**src/rtl/uart_receiver.sv**
```systemverilog
// Asynchronous serial receiver: synchronises rx, validates the start bit, samples 5-8 data bits
// LSB-first at mid-bit, checks optional parity and 1-2 stop bits, and holds each character for a valid/ack handshake.
module uart_receiver #(
    parameter int CLOCK_DIVISOR_WIDTH = 24
) (
    input  logic                           clk,
    input  logic                           rst,
    input  logic                           rx,
    input  logic [1:0]                     dataBits,
    input  logic                           hasParity,
    input  logic [1:0]                     parityMode,
    input  logic                           extraStopBit,
    input  logic [CLOCK_DIVISOR_WIDTH-1:0] clockDivisor,
    output logic                           busy,
    output logic [7:0]                     data,
    output logic                           dataValid,
    input  logic                           dataAck,
    output logic                           parityError,
    output logic                           frameError,
    output logic                           overrun
);

    localparam logic [2:0] IDLE  = 3'd0;
    localparam logic [2:0] START = 3'd1;
    localparam logic [2:0] DATA  = 3'd2;
    localparam logic [2:0] PAR   = 3'd3;
    localparam logic [2:0] STOP1 = 3'd4;
    localparam logic [2:0] STOP2 = 3'd5;
    localparam logic [2:0] DONE  = 3'd6;

    logic [2:0]                     state;
    logic                           rxMeta;
    logic                           rxSync;
    logic                           rxPrev;
    logic                           fallingEdge;
    logic [CLOCK_DIVISOR_WIDTH:0]   bitCounter;
    logic [CLOCK_DIVISOR_WIDTH:0]   sampleTarget;
    logic                           sampleNow;
    logic [2:0]                     remaining;
    logic [2:0]                     bitIndex;
    logic [7:0]                     shiftReg;
    logic                           parityErrPend;
    logic                           frameErrPend;
    logic                           expectedParity;
    logic [1:0]                     cfgDataBits;
    logic                           cfgHasParity;
    logic [1:0]                     cfgParityMode;
    logic                           cfgExtraStopBit;
    logic [CLOCK_DIVISOR_WIDTH-1:0] cfgDivisor;

    // Flops reset to the idle level so a line already low when reset releases still yields a start edge.
    always_ff @(posedge clk or posedge rst) begin
        if (rst) begin
            rxMeta <= 1'b1;
            rxSync <= 1'b1;
            rxPrev <= 1'b1;
        end else begin
            rxMeta <= rx;
            rxSync <= rxMeta;
            rxPrev <= rxSync;
        end
    end

    assign fallingEdge = rxPrev & ~rxSync;
    assign busy        = state != IDLE;

    // The start bit is sampled half a bit in; every later sample lands one full bit (2*div+2) after the previous.
    assign sampleTarget = (state == START) ? {1'b0, cfgDivisor} : {cfgDivisor, 1'b1};
    assign sampleNow    = (state != IDLE) && (state != DONE) && (bitCounter == sampleTarget);
    assign bitIndex     = {1'b0, cfgDataBits} + 3'd4 - remaining;

    always_comb begin
        // NOTE: the default ahead of the case keeps every path assigned, so no latch is inferred.
        expectedParity = 1'b0;
        case (cfgParityMode)
            2'b11:   expectedParity = 1'b1;
            2'b10:   expectedParity = ^shiftReg;
            2'b01:   expectedParity = ~^shiftReg;
            default: expectedParity = 1'b0;
        endcase
    end

    always_ff @(posedge clk or posedge rst) begin
        if (rst) begin
            state           <= IDLE;
            bitCounter      <= '0;
            remaining       <= '0;
            shiftReg        <= '0;
            parityErrPend   <= 1'b0;
            frameErrPend    <= 1'b0;
            cfgDataBits     <= '0;
            cfgHasParity    <= 1'b0;
            cfgParityMode   <= '0;
            cfgExtraStopBit <= 1'b0;
            cfgDivisor      <= '0;
            data            <= '0;
            dataValid       <= 1'b0;
            parityError     <= 1'b0;
            frameError      <= 1'b0;
            overrun         <= 1'b0;
        end else begin
            // NOTE: non-blocking throughout, so every decision in this edge sees pre-edge register values.
            overrun <= 1'b0;
            if (dataAck && dataValid)
                dataValid <= 1'b0;

            if (state == IDLE || state == DONE || sampleNow)
                bitCounter <= '0;
            else
                bitCounter <= bitCounter + {{CLOCK_DIVISOR_WIDTH{1'b0}}, 1'b1};

            case (state)
                IDLE: begin
                    if (fallingEdge) begin
                        cfgDataBits     <= dataBits;
                        cfgHasParity    <= hasParity;
                        cfgParityMode   <= parityMode;
                        cfgExtraStopBit <= extraStopBit;
                        cfgDivisor      <= clockDivisor;
                        shiftReg        <= '0;
                        parityErrPend   <= 1'b0;
                        frameErrPend    <= 1'b0;
                        state           <= START;
                    end
                end
                START: begin
                    if (sampleNow) begin
                        if (rxSync) begin
                            state <= IDLE;
                        end else begin
                            remaining <= {1'b0, cfgDataBits} + 3'd4;
                            state     <= DATA;
                        end
                    end
                end
                DATA: begin
                    if (sampleNow) begin
                        shiftReg[bitIndex] <= rxSync;
                        if (remaining == 3'd0)
                            state <= cfgHasParity ? PAR : STOP1;
                        else
                            remaining <= remaining - 3'd1;
                    end
                end
                PAR: begin
                    if (sampleNow) begin
                        parityErrPend <= rxSync != expectedParity;
                        state         <= STOP1;
                    end
                end
                STOP1: begin
                    if (sampleNow) begin
                        if (!rxSync)
                            frameErrPend <= 1'b1;
                        state <= cfgExtraStopBit ? STOP2 : DONE;
                    end
                end
                STOP2: begin
                    if (sampleNow) begin
                        if (!rxSync)
                            frameErrPend <= 1'b1;
                        state <= DONE;
                    end
                end
                DONE: begin
                    data        <= shiftReg;
                    parityError <= parityErrPend;
                    frameError  <= frameErrPend;
                    dataValid   <= 1'b1;
                    overrun     <= dataValid && !dataAck;
                    state       <= IDLE;
                end
                default: state <= IDLE;
            endcase
        end
    end

endmodule
```
**config.mk**
```make
export PLATFORM = sky130hd
export DESIGN_NAME = uart_receiver
export DESIGN_NICKNAME = d
export VERILOG_FILES = /design/src/rtl/uart_receiver.sv
export SDC_FILE = /design/constraint.sdc
export NUM_CORES = 1
export LEC_CHECK = 0
export BUFFER_PORTS_ARGS = -buffer_cell sky130_fd_sc_hd__buf_2
export CORE_MARGIN = 1.5
export CORE_UTILIZATION = 58
export DETAILED_ROUTE_END_ITERATION = 8
export PLACE_DENSITY = 0.79
export SETUP_SLACK_MARGIN = 0.2
export SYNTH_ARGS = -nofsm -noshare
export SYNTH_HDL_FRONTEND = slang
export SYNTH_SLANG_ARGS = --single-unit
```
**constraint.sdc**
```tcl
create_clock -name clk -period 8.6 [get_ports clk]
set_clock_uncertainty 0.1 [all_clocks]
set_input_delay 0 -clock clk [delete_from_list [all_inputs] [get_ports clk]]
set_output_delay 0 -clock clk [all_outputs]
set_load 0.005 [all_outputs]
```
After elaboration in Yosys (flattened, before gate mapping) --
Index checks and enable logic that the tools add are counted.
Word-level totals: input bits 34, output and inout port bits 13, register bits 86, logic and storage cells 109
Operators by class: bitwise gates (word level) 2, add/subtract/negate cells 4, mux-type cells 34, reduce and logical (&&, ||, !) cells 25, equality and inequality tests 23, magnitude comparators 2
Operators by type and width (number):
- 2-to-1 mux 25 bit | 2
- 2-to-1 mux 3 bit | 12
- adder 25 x 1 -> 25 bit (second input constant) | 1
- == test 25 bit | 1
- != test 2 bit (second input constant) | 10
- one-hot mux 3 bit (6 select lines) | 1
- 2-to-1 mux 8 bit | 2
- one-hot mux 8 bit (2 select lines) | 1
- nonzero test 2 bit | 5
- == test 3 bit (second input constant) | 3
- bitwise mux 8 bit | 1
- 2-to-1 mux 1 bit | 8
- XNOR reduction 8 bit | 1
- parity 8 bit | 1
- AND reduction 7 bit | 1
- == test 3 x 2 -> 1 bit (second input constant) | 2
- logical NOT 3 bit | 2
- one-hot mux 3 bit (2 select lines) | 1
- AND reduction 3 bit | 2
- logical AND 1 bit | 5
- AND reduction 5 bit | 1
- == test 2 bit (second input constant) | 2
- < comparator 3 x 4 -> 1 bit (second input constant) | 1
- 2-to-1 mux 2 bit | 2
- 20 further kinds | 22

Logic depth before layout (Yosys ltp) --
Gate-level depths: netlist (run 1).
word-level depth 9, mapped depth 11, mapped depth without buffers 8

Worst setup path after synthesis (run 1) --
OpenSTA, ideal clock, no wires.
path type register -> register, start reg state[1], end reg remaining[2], buffers on the path 3, data arrival time 2.492 ns, library setup time 0.128 ns, clock period less this slack 2.720 ns, data required time 8.372 ns, stages on the path, launching flop included 11, slack 5.880 ns, path through dfrtp_1 > buf_6 > or3b_1 > buf_2 > nor3_2 > and3_1 > o221ai_1 > or4_1 > buf_6 > nor2_4 > mux2_1
Between the ends: cells in the longest elaborated chain, start to end 6, elaborated cells on any way between the ends 15, those cells by class eq/ne: 8; mux: 2; reduce/logical: 5
Ends and longest elaborated chain:
- start, declared | line 31 | logic [2:0] state;
- start signal, assigned | line 140 | state <= cfgHasParity ? PAR : STOP1;
- start signal, assigned | line 155 | state <= cfgExtraStopBit ? STOP2 : DONE;
- == test 3 x 1 -> 1 bit | line 68, 112
- 2-to-1 mux 25 bit | line 68 | assign sampleTarget = (state == START) ? {1'b0, cfgDivisor} : {cfgDivisor, 1'b1};
- == test 25 bit | line 69 | assign sampleNow = (state != IDLE) && (state != DONE) && (bitCounter == sampleTarget);
- logical AND 1 bit | line 69
- != test 2 bit (no source line)
- AND reduction 5 bit (no source line)
- end signal, assigned | line 131 | remaining <= {1'b0, cfgDataBits} + 3'd4;
- end signal, assigned | line 142 | remaining <= remaining - 3'd1;
- end, declared | line 39 | logic [2:0] remaining;
Parallel ways exist; a longest one is shown, timed or not. A chain may end at the register's enable or synchronous reset.

Worst setup path after layout (run 1) --
start reg state[0], end reg bitCounter[21]
Between the ends: cells in the longest elaborated chain, start to end 6, elaborated cells on any way between the ends 12, those cells by class eq/ne: 4; mux: 2; reduce/logical: 6
Ends and longest elaborated chain:
- == test 3 x 1 -> 1 bit | line 68
- 2-to-1 mux 25 bit | line 68
- == test 25 bit | line 69
- logical AND 1 bit | line 69
- logical OR 1 bit * | line 107 | if (state == IDLE || state == DONE || sampleNow)
- 2-to-1 mux 25 bit * | line 107
- end signal, assigned | line 110 | bitCounter <= bitCounter + {{CLOCK_DIVISOR_WIDTH{1'b0}}, 1'b1};
- end, declared | line 36 | logic [CLOCK_DIVISOR_WIDTH:0] bitCounter;
Mark *: on every way between the ends. The rest lies on a longest branch, timed or not.

==> results.txt, run 1 <==
----------------------------------------------------
[STA]
  Setup-failing EPs final ... 0
  Slack of the critical path ... 4.63 ns
  Fin. max-slew vios ... 0
  Hold WS ... 0.187 ns
  Slew at the pin closest to its max-slew limit ... 1.31 ns
  Hold violation total from the final report ... 0
  Maximum frequency from static timing analysis ... 252 MHz
  Worst slew margin ... 12.2%
  Final sum of negative setup slack ... 0 ns
  Final critical path time including I/O delays and setup ... 3.97 ns
  RSZ-0062 raised after global routing ... false
  Fraction of the cycle the final worst path needs ... 46.1%

[Placement]
  Detailed placement HPWL ... 6650 um
  Final weighted congestion of routability-driven global placement ... 0.944
  Setup slack at placement ... 4.76 ns
  Count of buffers from port buffering ... 46
  Placed instance count ... 555

[Worst setup path]
  Critical path's slowest cell ... sky130_fd_sc_hd__nor3b_1
  CP delay by family, top ... simple AND/OR/NAND/NOR gates
  Crit-path max FO ... 25
  Launch point of the worst reg-to-reg path ... state[0]
  Longest individual stage delay on the worst path ... 1.08 ns
  Reg2reg setup slack ... 4.63 ns
  Crit path capture type ... register
  Series of cell instances along the critical path ... nor3b_1 > nand3_1 > a2111oi_0 > o221ai_1 > or4_1 > nand3_2 > nor2_1
  Capturing point of the worst reg2reg path ... bitCounter[21]
  Count of cells along the worst register-to-register path ... 7
  Critical path required time ... 8.73 ns
  CP arrival ... 4.09 ns
  Worst setup path category ... reg2reg
  Buffers plus inverters on the worst setup path ... 0
  Critical Path Start Type ... register

[Floorplan]
  Vertical die dimension ... 91.4 um
  Num ports ... 47
  Starting density of the core ... 59.3%
  X dimension of the die ... 91.4 um
  Total Die Area ... 8350 um2
  Std-Cell Rows ... 32
  Placeable core region ... 7650 um2

[Worst hold path]
  Min-Delay Path Class ... in2reg
  End point of the most critical hold path ... rxMeta
  Worst Min Path Start ... rx
  Number of cells on the worst hold path ... 2

[Clock network]
  Clock slew at the register clock pins of the worst setup and hold paths ... 0.10 ns
  CTS resizes ... 0
  Maximum clock path buffer count ... 2
  Inserted Clock Buffers ... 9
  Clock sink count ... 86
  H-tree depth reported by CTS ... 3
  Number of buffers added for setup after CTS ... 0
  Clock root buffer ... sky130_fd_sc_hd__clkbuf_8
  Clock tree from TritonCTS ... done
  Clock insertion delay at the later pin of the skew report ... 0.37 ns
  CTS Hold Buffers Added ... 33

[Drt]
  Routed len/inst ... 16.5 um
  Residual DRC ... 0
  DRT antenna net count ... 0
  Vias after detailed routing ... 3426
  Number of iterations in the first detailed-routing pass ... 5
  Total wire length after detailed routing ... 9950 um
  Violation count after the first detailed-routing iteration ... 145
  DR vias/cell ... 5.67

[Synthesis]
  Synth Cell Area ... 4530 um2
  Synthesized flop and latch total ... 86
  Synthesized area per cell ... 10.6 um2
  Ys Warns ... 0
  Instance count of the mapped netlist ... 426
  Synth cell types ... 51
  Async set-reset flop share out of synthesis ... 100%
  Main flop type after synthesis ... sky130_fd_sc_hd__dfrtp_1
  Number of enable-type register cells in the synthesized netlist ... 0
  Post-synthesis sequential area ratio ... 47.6%
  Synthesized net count ... 465

[Finish]
  Ant. Diodes ... 0
  Area growth syn-to-layout ... 18.8%
  Nets@finish ... 536
  Layout cells sized above 1 ... 23.5%
  Fill cell instance count of the final layout ... 559
  Post-Layout Cell Count ... 604

[Global routing]
  Wire length of the first global-routing pass ... 16700 um
  Largest net degree at the start of global routing ... 87
  Via count of the first global-routing pass ... 3467
  Antenna violations before repair ... 0
  GRT overflow ... 0
  Total Routing Usage GR ... 25.6%

[Power and ir drop]
  Overall power consumption ... 0.00122 W
  Cell leakage power ... 2.44 nW
  Largest vdd supply drop ... 0.132 mV
  PD cells ... 226 nW/um2

[Status]
  Run status ... finished, final reports clean

[Flow run]
  Count of max-cap constraint violations ... 0

----------------------------------------------------
how the worst max path moves through the flow:
stage	startpoint	to	slack, ns	cells after the start
after floorplan	state[1]	remaining[2]	5.88	10
after global placement	state[0]	bitCounter[9]	5.01	7
after detailed placement	state[0]	bitCounter[18]	4.76	7
after CTS	state[0]	bitCounter[21]	4.73	7
after global routing	state[0]	bitCounter[3]	4.36	7
final	state[0]	bitCounter[21]	4.63	7
logic make-up (layout without fill, tap and decap cells):
group                      count (synthesis)  in the layout  share of synthesized area, %
AOI/OAI and AO/OA                         38             38                          6.24
buffers and inverters                     44            120                          4.09
xor gates and xnor gates                  58             58                          11.2
muxes                                     53             53                          12.8
adders and majority gates                  5              5                          1.55
and+or+nand+nor                          142            142                          16.5
DFF                                       86             86                          47.6
cell usage after synthesis, types with 2 or more instances:
| library cell | n | area share, % |
|---|---|---|
| sky130_fd_sc_hd__a22oi_1 | 2 | 0.33 |
| sky130_fd_sc_hd__xnor2_1 | 38 | 7.3 |
| sky130_fd_sc_hd__a21oi_1 | 4 | 0.44 |
| sky130_fd_sc_hd__mux2_2 | 40 | 9.9 |
| sky130_fd_sc_hd__buf_2 | 4 | 0.44 |
| sky130_fd_sc_hd__nand2b_1 | 10 | 1.4 |
| sky130_fd_sc_hd__dfstp_2 | 3 | 1.7 |
| sky130_fd_sc_hd__mux2i_1 | 12 | 2.7 |
| sky130_fd_sc_hd__nor3_1 | 8 | 0.88 |
| sky130_fd_sc_hd__nor2b_1 | 4 | 0.55 |
| sky130_fd_sc_hd__o21ai_0 | 6 | 0.66 |
| sky130_fd_sc_hd__xor2_1 | 20 | 3.9 |
| sky130_fd_sc_hd__a221o_1 | 2 | 0.44 |
| sky130_fd_sc_hd__o2111ai_1 | 2 | 0.39 |
| sky130_fd_sc_hd__nand2_1 | 24 | 2.0 |
| sky130_fd_sc_hd__and2_1 | 2 | 0.28 |
| sky130_fd_sc_hd__dfrtp_1 | 83 | 46 |
| sky130_fd_sc_hd__nand3_1 | 18 | 2.0 |
| sky130_fd_sc_hd__clkbuf_1 | 14 | 1.2 |
| sky130_fd_sc_hd__nor2_1 | 39 | 3.2 |
| sky130_fd_sc_hd__or2_2 | 2 | 0.28 |
| sky130_fd_sc_hd__and3_1 | 10 | 1.4 |
| sky130_fd_sc_hd__inv_1 | 24 | 2.0 |
| sky130_fd_sc_hd__buf_6 | 2 | 0.50 |
| sky130_fd_sc_hd__o221ai_1 | 8 | 1.5 |
| sky130_fd_sc_hd__a21boi_0 | 2 | 0.33 |
| sky130_fd_sc_hd__nor4_2 | 4 | 1.1 |
| sky130_fd_sc_hd__a2111oi_0 | 3 | 0.58 |
| sky130_fd_sc_hd__ha_1 | 4 | 1.1 |
| sky130_fd_sc_hd__nor4_1 | 2 | 0.28 |
| sky130_fd_sc_hd__o22ai_1 | 3 | 0.41 |
| sky130_fd_sc_hd__nand4_1 | 8 | 1.1 |
state kept, by name, summed over array words and instances, names as in the netlist:
register	cells
bitCounter	25
cfgDataBits	2
cfgDivisor	24
cfgExtraStopBit	1
cfgHasParity	1
cfgParityMode	2
data	8
dataValid	1
frameErrPend	1
frameError	1
overrun	1
parityErrPend	1
parityError	1
remaining	3
rxMeta	1
rxPrev	1
rxSync	1
shiftReg	8
state	3
stage by stage:
step	util, %	area (um2)
5_1_grt	70.4	5390
3_5_place_dp	62.8	4800
3_3_place_gp	62.8	4800
4_1_cts	70.4	5390
6_report	70.4	5390
2_1_floorplan	-	4530
final cells by class:
cell class	instances	area, um2	share of cell area (%)
Clock buffer	9	124	2.30
Tap cell	102	128	2.37
Inverter	24	91.3	1.70
Clock inverter	7	128	2.37
Sequential cell	86	2160	40.0
Timing Repair Buffer	80	568	10.5
Multi-Input combinational cell	296	2190	40.7
layer usage:
metal / track usage, % / routed length [um] / vias to the layer above
met5: 0 / 0 / -
met4: 10.9 / 273 / 0
met3: 3.60 / 419 / 25
met2: 45.0 / 5170 / 107
met1: 31.1 / 4090 / 1680
li1: - / - / 1614
worst reg2reg max path, cell delays in order (launching register included):
cell and delay, ns:
sky130_fd_sc_hd__dfrtp_1 0.51, sky130_fd_sc_hd__nor3b_1 1.08, sky130_fd_sc_hd__nand3_1 0.14, sky130_fd_sc_hd__a2111oi_0 0.38, sky130_fd_sc_hd__o221ai_1 0.21, sky130_fd_sc_hd__or4_1 0.80, sky130_fd_sc_hd__nand3_2 0.49, sky130_fd_sc_hd__nor2_1 0.13
report_power, final:
part / internal, W / leakage (nW) / switching (W)
clock: 0.000198 / 0.126 / 0.000158
sequential: 0.000479 / 1.11 / 0.000100
combinational: 0.000156 / 1.20 / 0.000126
placed cells by master, fill, tap and decap left out, types with 2 or more instances in the layout:
master                           n
sky130_fd_sc_hd__and2_1          2
sky130_fd_sc_hd__nor4_1          2
sky130_fd_sc_hd__xor2_1         20
sky130_fd_sc_hd__and3_1         10
sky130_fd_sc_hd__inv_6           2
sky130_fd_sc_hd__bufinv_16       3
sky130_fd_sc_hd__dfstp_2         3
sky130_fd_sc_hd__mux2_2         40
sky130_fd_sc_hd__xnor2_1        38
sky130_fd_sc_hd__inv_1          23
sky130_fd_sc_hd__a21boi_0        2
sky130_fd_sc_hd__a2111oi_0       3
sky130_fd_sc_hd__a22oi_1         2
sky130_fd_sc_hd__nand2b_1       10
sky130_fd_sc_hd__o22ai_1         3
sky130_fd_sc_hd__or2_2           2
sky130_fd_sc_hd__nand3_1        18
sky130_fd_sc_hd__dfrtp_1        83
sky130_fd_sc_hd__o2111ai_1       2
sky130_fd_sc_hd__nor2_1         39
sky130_fd_sc_hd__buf_2          46
sky130_fd_sc_hd__o21ai_0         6
sky130_fd_sc_hd__a21oi_1         4
sky130_fd_sc_hd__clkbuf_8        9
sky130_fd_sc_hd__dlygate4sd3_1  33
sky130_fd_sc_hd__nand2_1        24
sky130_fd_sc_hd__nor2b_1         4
sky130_fd_sc_hd__nor4_2          4
sky130_fd_sc_hd__nor3_1          8
sky130_fd_sc_hd__a221o_1         2
sky130_fd_sc_hd__o221ai_1        8
sky130_fd_sc_hd__ha_1            4
sky130_fd_sc_hd__mux2i_1        12
sky130_fd_sc_hd__nand4_1         8
Power figures use the tool's default switching activity.
==> run 2: changes to the inputs <==
ABC_AREA = 1   (was unset)
PLACE_DENSITY = 0.78   (was 0.79)
clock period = 3.87 ns   (was 8.6 ns; I/O delays follow)
==> run 2 against run 1 <==
  * Non-clock buffer count rose by 5
  * Register-to-register slack got worse by 3.4 ns
  * Die area rose by 10%
  * Utilization rose by 0.53 points
  * First-iteration DRC count rose to 2.7 times the previous value
  * Setup slack got worse by 3.4 ns
  * Clock power rose by 120%
  * Sequential cell count did not move
  * Sequential share of layout area fell by 3.4 points
  * Final area rose by 9.3%
  * Synthesized cell count rose by 72%
  * Hold slack got worse by 0.010 ns
==> results.txt, run 2 <==
----------------------------------------------------
[Clock network]
  Clock sink count ... 86
  Number of buffers added for setup after CTS ... 0
  Maximum clock path buffer count ... 2
  Clock slew at the register clock pins of the worst setup and hold paths ... 0.09 ns
  Clock root buffer ... sky130_fd_sc_hd__clkbuf_8
  Inserted Clock Buffers ... 9
  H-tree depth reported by CTS ... 3
  CTS resizes ... 0
  Clock insertion delay at the later pin of the skew report ... 0.37 ns
  Clock tree from TritonCTS ... done
  CTS Hold Buffers Added ... 33

[Finish]
  Number of flip-flops under the largest register name ... 25
  Most frequent standard cell in the layout excluding fill and tap cells ... sky130_fd_sc_hd__nand2_1
  Area growth syn-to-layout ... 17.2%
  Largest registers ... bitCounter x25, cfgDivisor x24
  Total area of multi-input combinational cells ... 2430 um2
  Layout cells sized above 1 ... 9.96%
  Top library cells by usage in the layout, fill and taps aside ... sky130_fd_sc_hd__nand2_1, sky130_fd_sc_hd__dfrtp_1, sky130_fd_sc_hd__inv_1, sky130_fd_sc_hd__nor2_1, sky130_fd_sc_hd__nand3_1
  Post-Layout Cell Count ... 918
  Nets@finish ... 847
  Ant. Diodes ... 0
  Finished layout cell area ... 5890 um2
  Register name with the most flops ... bitCounter
  Fill cell instance count of the final layout ... 666
  Register cell area after layout ... 2160 um2

[Floorplan]
  Total Die Area ... 9230 um2
  Vertical die dimension ... 96.1 um
  Std-Cell Rows ... 33
  Num ports ... 47
  Starting density of the core ... 60.5%
  X dimension of the die ... 96.1 um
  Placeable core region ... 8300 um2

[Drt]
  Routed len/inst ... 13.4 um
  Total wire length after detailed routing ... 12300 um
  Violation count after the first detailed-routing iteration ... 397
  Vias after detailed routing ... 4837
  DRT antenna net count ... 0
  DR vias/cell ... 5.27
  Number of iterations in the first detailed-routing pass ... 5
  Residual DRC ... 0

[Worst setup path]
  Cell occurring most often along the worst timing path ... sky130_fd_sc_hd__nand2_1
  Worst setup path category ... reg2reg
  Crit-path max FO ... 28
  Buffers plus inverters on the worst setup path ... 2
  Reg2reg setup slack ... 1.21 ns
  CP arrival ... 2.79 ns
  Longest individual stage delay on the worst path ... 0.43 ns
  Series of cell instances along the critical path ... inv_2 > nand2_1 > nor2_2 > buf_4 > nand2_1 > nand2_1 > nand2_1 > nand2_1 > nand2_1 > nor2_1 > nand2_1 > nor2_1 > nand2_1 > nand2_2 > nor3_1
  Critical Path Start Type ... register
  Critical path's slowest cell ... sky130_fd_sc_hd__dfrtp_1
  Crit path capture type ... register
  Critical path required time ... 4.00 ns
  CP delay by family, top ... simple AND/OR/NAND/NOR gates

[STA]
  Setup-failing EPs final ... 0
  RSZ-0062 raised after global routing ... false
  Final critical path time including I/O delays and setup ... 2.66 ns
  Fraction of the cycle the final worst path needs ... 68.9%
  Fin. max-slew vios ... 0
  Slew at the pin closest to its max-slew limit ... 0.953 ns
  Hold violation total from the final report ... 0
  Slack of the critical path ... 1.21 ns
  Final sum of negative setup slack ... 0 ns
  Worst slew margin ... 36.5%
  Maximum frequency from static timing analysis ... 375 MHz

[Synthesis]
  Ys Warns ... 0
  Synth area leaders ... sky130_fd_sc_hd__dfrtp_1, sky130_fd_sc_hd__nand2_1, sky130_fd_sc_hd__inv_1
  Most frequent cell after synthesis ... sky130_fd_sc_hd__nand2_1
  Synth Cell Area ... 5020 um2
  Synthesized area per cell ... 6.85 um2
  Main flop type after synthesis ... sky130_fd_sc_hd__dfrtp_1
  Portion of synthesized cell area occupied by the leading cell type ... 41.3%
  Post-synthesis sequential area ratio ... 42.9%
  Synth area leader ... sky130_fd_sc_hd__dfrtp_1
  Synthesized flop and latch total ... 86
  Instance count of the mapped netlist ... 733
  Synth cell types ... 32
  Commonest cells in the netlist ... sky130_fd_sc_hd__nand2_1, sky130_fd_sc_hd__dfrtp_1, sky130_fd_sc_hd__inv_1
  Number of enable-type register cells in the synthesized netlist ... 0
  Synthesized net count ... 772
  Async set-reset flop share out of synthesis ... 100%

[Placement]
  Placed instance count ... 869
  Final weighted congestion of routability-driven global placement ... 0.965
  Setup slack at placement ... 1.27 ns
  Count of buffers from port buffering ... 46
  Placed standard-cell area ... 5310 um2
  Detailed placement HPWL ... 8560 um

[Status]
  Run status ... finished, final reports clean

[Global routing]
  Total Routing Usage GR ... 29.0%
  Antenna violations before repair ... 0
  Wire length of the first global-routing pass ... 20400 um
  Largest net degree at the start of global routing ... 58
  Via count of the first global-routing pass ... 4376
  GRT overflow ... 0

[Worst hold path]
  Min-Delay Path Class ... in2reg

[Power and ir drop]
  Largest vdd supply drop ... 0.358 mV
  Cell leakage power ... 3.04 nW
  PD cells ... 623 nW/um2
  Overall power consumption ... 0.00367 W

[Flow run]
  Count of max-cap constraint violations ... 0

----------------------------------------------------
## run 2: changes by cell type in the layout (fill, tap and decap cells not counted), moves of 31 or more
cell | previous run | this run
sky130_fd_sc_hd__nand2_1 | 24 | 306
sky130_fd_sc_hd__inv_1 | 23 | 81
sky130_fd_sc_hd__mux2_2 | 40 | 0
sky130_fd_sc_hd__nand3_1 | 18 | 51
sky130_fd_sc_hd__xnor2_1 | 38 | 5
sky130_fd_sc_hd__nor2_1 | 39 | 70
## run 2: final cells by class
class,count,share of cell area [%]
Inverter,86,5.50
Tap cell,105,2.23
Clock buffer,10,2.17
Timing Repair Buffer,85,10.3
Clock inverter,6,2.00
Multi-Input combinational cell,540,41.2
Sequential cell,86,36.6
## run 2: layer usage
layer  part of all wire, %  up-vias  wire length, um  GRT usage (%)
met3                   6.9       25              852           4.58
met5                     0        -                0              0
met4                   2.3        0              278           10.4
met2                    45      207             5540           45.0
met1                    46     2193             5610           41.1
li1                      -     2412                -              -
## run 2: metrics by stage
step                      hold WS (ns)  utilization (%)
final                            0.177             70.9
after global routing             0.156             70.9
after CTS                        0.170             70.9
after detailed placement        0.0110             64.0
after global placement         0.00705             64.0
after floorplan                -0.0955                -
## run 2: report_power, final
group          internal, W  total [W]  leakage (nW)  switching [W]
combinational     0.000538    0.00161          1.79        0.00107
sequential         0.00109    0.00127          1.13       0.000183
clock             0.000436   0.000781         0.119       0.000345
## run 2: kinds of logic (layout without fill, tap and decap cells)
family,count (synthesis),count (layout),share of synthesized area (%)
and+or+nand+nor,462,462,37.6
buffers and inverters,107,187,8.92
DFF,86,86,42.9
AOI/OAI and AO/OA,51,51,5.38
xor gates and xnor gates,22,22,3.84
adders and majority gates,5,5,1.39
## run 2: worst paths after layout
path,depth (start not counted),endpoint,from
min in group asynchronous,3,state[2],rst
setup / recovery,15,bitCounter[20],state[1]
hold / removal,2,rxMeta,rx
hold reg to reg,0,rxSync,rxMeta
setup reg to reg,15,bitCounter[20],state[1]
max in group asynchronous,4,remaining[0],rst
